--- src/rtl/morse_tx_param.sv ---
// Parametrised Morse-pattern serialiser: plays an LSB-first on/off pattern at DIV clocks
// per unit, appends a GAP_UNITS-unit low gap, then pulses done; supports repeat and abort.
module morse_tx_param #(
    parameter int SYM_W     = 16,
    parameter int LEN_W     = 5,
    parameter int DIV       = 25000000,
    parameter int GAP_UNITS = 3
) (
    input  logic             clk,
    input  logic             asr_n,
    input  logic [SYM_W-1:0] pat,
    input  logic [LEN_W-1:0] len,
    input  logic             start,
    input  logic             rpt,
    input  logic             abort,
    output logic             ready,
    output logic             busy,
    output logic             out,
    output logic             done
);

    localparam int DIV_W    = $clog2(DIV + 1);
    localparam int GAP_W    = (GAP_UNITS > 1) ? $clog2(GAP_UNITS) : 1;
    localparam int GAP_LAST = (GAP_UNITS > 0) ? GAP_UNITS - 1 : 0;
    localparam logic [DIV_W-1:0] DIV_LAST = DIV_W'(DIV - 1);
    localparam logic [LEN_W-1:0] LEN_MAX  = LEN_W'(SYM_W);

    typedef enum logic [1:0] {IDLE, SEND, GAP} state_t;

    state_t             state_q, state_d;
    logic [SYM_W-1:0]   pat_q, pat_d;
    logic [SYM_W-1:0]   shreg_q, shreg_d;
    logic [LEN_W-1:0]   len_q, len_d;
    logic [LEN_W-1:0]   bit_cnt_q, bit_cnt_d;
    logic [DIV_W-1:0]   div_cnt_q, div_cnt_d;
    logic [GAP_W-1:0]   gap_cnt_q, gap_cnt_d;
    logic               out_q, out_d;
    logic               done_q, done_d;

    logic [LEN_W-1:0]   eff_len;
    logic               load;
    logic               eol;
    logic [SYM_W-1:0]   load_pat;
    logic [LEN_W-1:0]   load_len;

    always_comb begin
        eff_len = (len > LEN_MAX) ? LEN_MAX : len;
    end

    // The end-of-letter decision is made in the last gap cycle, so done and the next
    // letter's first bit (repeat) or ready (no repeat) appear on the same edge.
    always_comb begin
        state_d   = state_q;
        pat_d     = pat_q;
        shreg_d   = shreg_q;
        len_d     = len_q;
        bit_cnt_d = bit_cnt_q;
        div_cnt_d = div_cnt_q;
        gap_cnt_d = gap_cnt_q;
        out_d     = out_q;
        done_d    = 1'b0;
        load      = 1'b0;
        eol       = 1'b0;
        load_pat  = pat_q;
        load_len  = len_q;

        case (state_q)
            IDLE: begin
                if (start && !abort) begin
                    load     = 1'b1;
                    load_pat = pat;
                    load_len = eff_len;
                end
            end
            SEND: begin
                if (abort) begin
                    state_d = IDLE;
                    out_d   = 1'b0;
                end else if (div_cnt_q == '0) begin
                    div_cnt_d = DIV_LAST;
                    if (bit_cnt_q == len_q - 1'b1) begin
                        if (GAP_UNITS == 0) begin
                            eol = 1'b1;
                        end else begin
                            state_d   = GAP;
                            out_d     = 1'b0;
                            gap_cnt_d = '0;
                        end
                    end else begin
                        bit_cnt_d = bit_cnt_q + 1'b1;
                        shreg_d   = shreg_q >> 1;
                        out_d     = shreg_q[1];
                    end
                end else begin
                    div_cnt_d = div_cnt_q - 1'b1;
                end
            end
            GAP: begin
                if (abort) begin
                    state_d = IDLE;
                    out_d   = 1'b0;
                end else if (div_cnt_q == '0) begin
                    div_cnt_d = DIV_LAST;
                    if (gap_cnt_q == GAP_W'(GAP_LAST)) begin
                        eol = 1'b1;
                    end else begin
                        gap_cnt_d = gap_cnt_q + 1'b1;
                    end
                end else begin
                    div_cnt_d = div_cnt_q - 1'b1;
                end
            end
            default: begin
                state_d = IDLE;
                out_d   = 1'b0;
            end
        endcase

        if (eol) begin
            done_d = 1'b1;
            if (rpt) begin
                load = 1'b1;
            end else begin
                state_d = IDLE;
                out_d   = 1'b0;
            end
        end

        // A zero-length letter skips SEND and goes straight to the gap.
        if (load) begin
            pat_d     = load_pat;
            len_d     = load_len;
            shreg_d   = load_pat;
            bit_cnt_d = '0;
            div_cnt_d = DIV_LAST;
            gap_cnt_d = '0;
            if (load_len == '0) begin
                out_d = 1'b0;
                if (GAP_UNITS == 0) begin
                    state_d = IDLE;
                    done_d  = 1'b1;
                end else begin
                    state_d = GAP;
                end
            end else begin
                state_d = SEND;
                out_d   = load_pat[0];
            end
        end
    end

    always_ff @(posedge clk or negedge asr_n) begin
        if (!asr_n) begin
            state_q   <= IDLE;
            pat_q     <= '0;
            shreg_q   <= '0;
            len_q     <= '0;
            bit_cnt_q <= '0;
            div_cnt_q <= '0;
            gap_cnt_q <= '0;
            out_q     <= 1'b0;
            done_q    <= 1'b0;
        end else begin
            state_q   <= state_d;
            pat_q     <= pat_d;
            shreg_q   <= shreg_d;
            len_q     <= len_d;
            bit_cnt_q <= bit_cnt_d;
            div_cnt_q <= div_cnt_d;
            gap_cnt_q <= gap_cnt_d;
            out_q     <= out_d;
            done_q    <= done_d;
        end
    end

    assign ready = (state_q == IDLE);
    assign busy  = (state_q != IDLE);
    assign out   = out_q;
    assign done  = done_q;

endmodule

--- config.mk ---
export PLATFORM = sky130hd
export DESIGN_NAME = morse_tx_param
export DESIGN_NICKNAME = d
export VERILOG_FILES = /design/src/rtl/morse_tx_param.sv
export SDC_FILE = /design/constraint.sdc
export NUM_CORES = 1
export LEC_CHECK = 0
export CAP_MARGIN = 20
export CORE_UTILIZATION = 40
export DETAILED_ROUTE_END_ITERATION = 6
export GPL_TIMING_DRIVEN = 0
export PLACE_DENSITY = 0.69
export SYNTH_ARGS = -nofsm -noshare
export SYNTH_HDL_FRONTEND = slang
export SYNTH_SLANG_ARGS = --single-unit
--- constraint.sdc ---
create_clock -name clk -period 3.1 [get_ports clk]
set_clock_uncertainty 0.05 [all_clocks]
set_input_delay 0.62 -clock clk [delete_from_list [all_inputs] [get_ports clk]]
set_output_delay 0.62 -clock clk [all_outputs]
set_load 0.01 [all_outputs]
==> summary.md <==
| Metric | Value |
|---|---|
| EDFF count, synth | `0` |
| Syn Area/Cell | `9.09 um^2` |
| DP Area | `4500 um^2` |
| Static Leak | `1.89 nW` |
| Setup crit start | `div_cnt_q[0]` |
| Area Overhead vs Synth | `18.7%` |
| Routed vias | `3,732` |
| WP data arrival | `3140 ps` |
| N_diodes | `0` |
| Critical path type | `register to register` |
| First-pass GRT wire length | `17.3 mm` |
| Cts hold-fix bufs | `0` |
| Max rail drop VDD | `0.258 mV` |
| Drt first pass iters | `5` |
| Initial core utilization | `0.411` |
| Initial antenna violation count | `0` |
| Count of cell types in the netlist | `60` |
| Slew @ Worst Pin | `689 ps` |
| Status | `finished, final reports clean` |
| CTS clock-pin slew for the worst setup and hold paths | `80 ps` |
| Fin crit share | `0.956` |
| Finished Layout Cells | `624` |
| Htree depth | `3` |
| Final antenna-violating net count | `0` |
| Hold Path Class | `primary input to async pin` |
| Tmin final | `2960 ps` |
| Register area share after synthesis | `0.448` |
| Fillers | `924` |
| Startpoint Class | `register` |
| Via density per instance | `5.98` |
| Num Clock Sinks | `72` |
| Later-pin clock latency in the skew report | `360 ps` |
| Max Cap Violations | `0` |
| Post-synthesis cell count | `442` |
| Worst hold slack | `126 ps` |
| Critical Path End Type | `register` |
| Setup violators final | `0` |
| Largest net degree at the start of global routing | `45` |
| DIE HEIGHT | `102 um` |
| Dpl hpwl | `7.19 mm` |
| Drt total wl | `10.4 mm` |
| Post-route cell area | `4770 um^2` |
| Top_reg_cell synth | `dfrtp_1` |
| Power Density | `766 nW/um^2` |
| Share of cells above drive strength 1 | `0.0774` |
| Multi-input gate area | `2060 um^2` |
| Syn_nets | `476` |
| Synth warn | `0` |
| Deepest clock path buffer count | `2` |
| CTS buffer count | `9` |
| All-layer global routing usage | `0.215` |
| Vias in the first global route | `3,534` |
| F_max | `0.337 GHz` |
| Power, Total | `3.65 mW` |
| Reg2reg start | `div_cnt_q[0]` |
| Number of remaining DRC errors | `0` |
| Yosys reg bits | `72` |
| Setup TNS | `0 ps` |
| Async S/R FF share, synth | `1.00` |
| Worst Path Required | `3270 ps` |
| Port bufs | `29` |
| Cell area after synthesis | `4020 um^2` |
| Register area | `1800 um^2` |
| Initial DRC Count | `319` |
| Final #Nets | `520` |
| FP Rows | `36` |
| Wire per inst | `16.7 um` |
| Root buf cell | `clkbuf_8` |
| Total placed cells including tap cells | `605` |
| Headroom to the max-slew limit | `0.536` |
| Core Region | `9770 um^2` |
| TritonCTS clock tree | `yes` |
| I/O Pins | `30` |
| Routability cong. | `0.864` |
| Final Hold Fails | `0` |
| Max-slew violations | `0` |
| Full die area | `10,500 um^2` |
| Die X | `102 um` |
| Crit Path Max Fanout | `10` |
| Grt ovf | `0` |
## metal layers
layer | wire [um] | global-route usage | up-vias | part of all wire
li1 | - | - | 1752 | -
met4 | 249 | 0.103 | 0 | 0.024
met3 | 612 | 0.0356 | 22 | 0.059
met1 | 4760 | 0.295 | 1821 | 0.46
met2 | 4800 | 0.330 | 137 | 0.46
met5 | 0 | 0 | - | 0
## cells by family (layout without fill, tap and decap cells)
group,Yosys count,count (layout),share of synthesized area
buffers and inverters,46,95,0.0464
multiplexers,5,5,0.0125
AND/OR/NAND/NOR,184,184,0.252
adder cells (fa/ha/maj),8,8,0.0249
XOR/XNOR,11,11,0.0240
flip-flops,72,72,0.448
AO/OA/AOI/OAI,116,116,0.191
## path summary, 6_finish.rpt
kind	end	slack, ps	depth (start not counted)
max in group asynchronous	div_cnt_q[3]	2310	2
hold / removal	bit_cnt_q[0]	130	1
setup / recovery	div_cnt_q[24]	140	11
setup reg to reg	div_cnt_q[24]	140	11
hold reg to reg	pat_q[15]	430	2
min in group clk	pat_q[15]	430	2
## registers in the layout (all words and copies together), names as in the netlist
name / cells
state_q: 2
out: 1
len_q: 5
bit_cnt_q: 5
div_cnt_q: 25
gap_cnt_q: 2
done: 1
pat_q: 16
shreg_q: 15
## layout by cell type, fill, tap and decap left out, types with 3 or more instances in the layout
cell type        count
nand2_1             64
inv_1               14
clkbuf_1            23
buf_4                7
nor2b_1              4
a31oi_1             15
xor2_1               4
or3_1               13
dfrtp_1             72
clkdlybuf4s50_1     28
mux2i_1              5
a21oi_1             27
o211ai_1             5
nor4_1               5
nor2_1              12
or4_1               20
o31ai_1             14
xnor2_1              7
clkbuf_8            11
a21o_1               4
o21ai_0             23
nand3_1             16
nor3_1               4
nand4_1             20
and2_1               3
ha_1                 7
a2111oi_0            5
nand2b_1             4
## power breakdown
| group | switching, mW | internal (mW) | total (mW) | leakage (nW) |
|---|---|---|---|---|
| registers | 0.192 | 1.24 | 1.43 | 0.862 |
| logic | 0.868 | 0.564 | 1.43 | 0.923 |
| clock network | 0.372 | 0.413 | 0.785 | 0.101 |
## through the flow
| stage | utilization | setup slack (ps) |
|---|---|---|
| 6_report | 0.488 | 136 |
| 5_1_grt | 0.488 | -5.20 |
| 3_3_place_gp | 0.458 | -1170 |
| 2_1_floorplan | - | 341 |
| 4_1_cts | 0.482 | 52.1 |
| 3_5_place_dp | 0.460 | -45.2 |
## worst max-delay path, cell delays in order (launching register included)
cell and delay (ps):
dfrtp_1 410, inv_2 90, ha_4 150, or4b_1 430, buf_4 180, or3_1 370, buf_4 170, o21a_4 250
buf_6 150, buf_4 180, o41ai_2 330, nand2_1 80
## synth_stat cells, types with 2 or more instances
| master | count | area, um^2 |
|---|---|---|
| and4_1 | 2 | 17.5 |
| a21o_1 | 4 | 30.0 |
| clkbuf_1 | 24 | 90.1 |
| o41ai_1 | 3 | 26.3 |
| nand3b_1 | 2 | 15.0 |
| and2_1 | 3 | 18.8 |
| a2111oi_0 | 5 | 43.8 |
| nand2_1 | 64 | 240 |
| a31oi_1 | 15 | 93.8 |
| nor2b_1 | 4 | 25.0 |
| o21ai_0 | 23 | 115 |
| nand4_1 | 20 | 125 |
| nor2_1 | 12 | 45.0 |
| nand3_1 | 16 | 80.1 |
| a311oi_1 | 2 | 17.5 |
| o31ai_1 | 15 | 113 |
| inv_1 | 16 | 60.1 |
| nor3_1 | 4 | 20.0 |
| o211ai_1 | 5 | 37.5 |
| nand4bb_1 | 2 | 22.5 |
| nand2b_1 | 4 | 25.0 |
| or3_1 | 13 | 81.3 |
| dfrtp_1 | 72 | 1800 |
| and3_1 | 2 | 12.5 |
| xor2_1 | 4 | 35.0 |
| or4b_1 | 2 | 20.0 |
| a21oi_1 | 27 | 135 |
| buf_2 | 5 | 25.0 |
| ha_1 | 8 | 100 |
| xnor2_1 | 7 | 61.3 |
| mux2i_1 | 5 | 50.1 |
| nor4_1 | 5 | 31.3 |
| or4_1 | 20 | 150 |
## final cells by class
cell class | instances | area share
clock buffer | 11 | 0.0317
inverter | 16 | 0.0126
clock inverter | 5 | 0.0115
multi-input combinational | 324 | 0.432
timing repair buffer | 33 | 0.0708
buffer | 30 | 0.0283
tap | 133 | 0.0349
sequential | 72 | 0.378
## repair_timing
item | in CTS | in global routing
hold endpoints to repair | 0 | 0
resized for setup | 1 | 14
buffers inserted | 0 | 3
setup endpoints to repair | 2 | 31
pin swaps | 0 | 2
No activity file was read; power rests on OpenSTA's default activity.
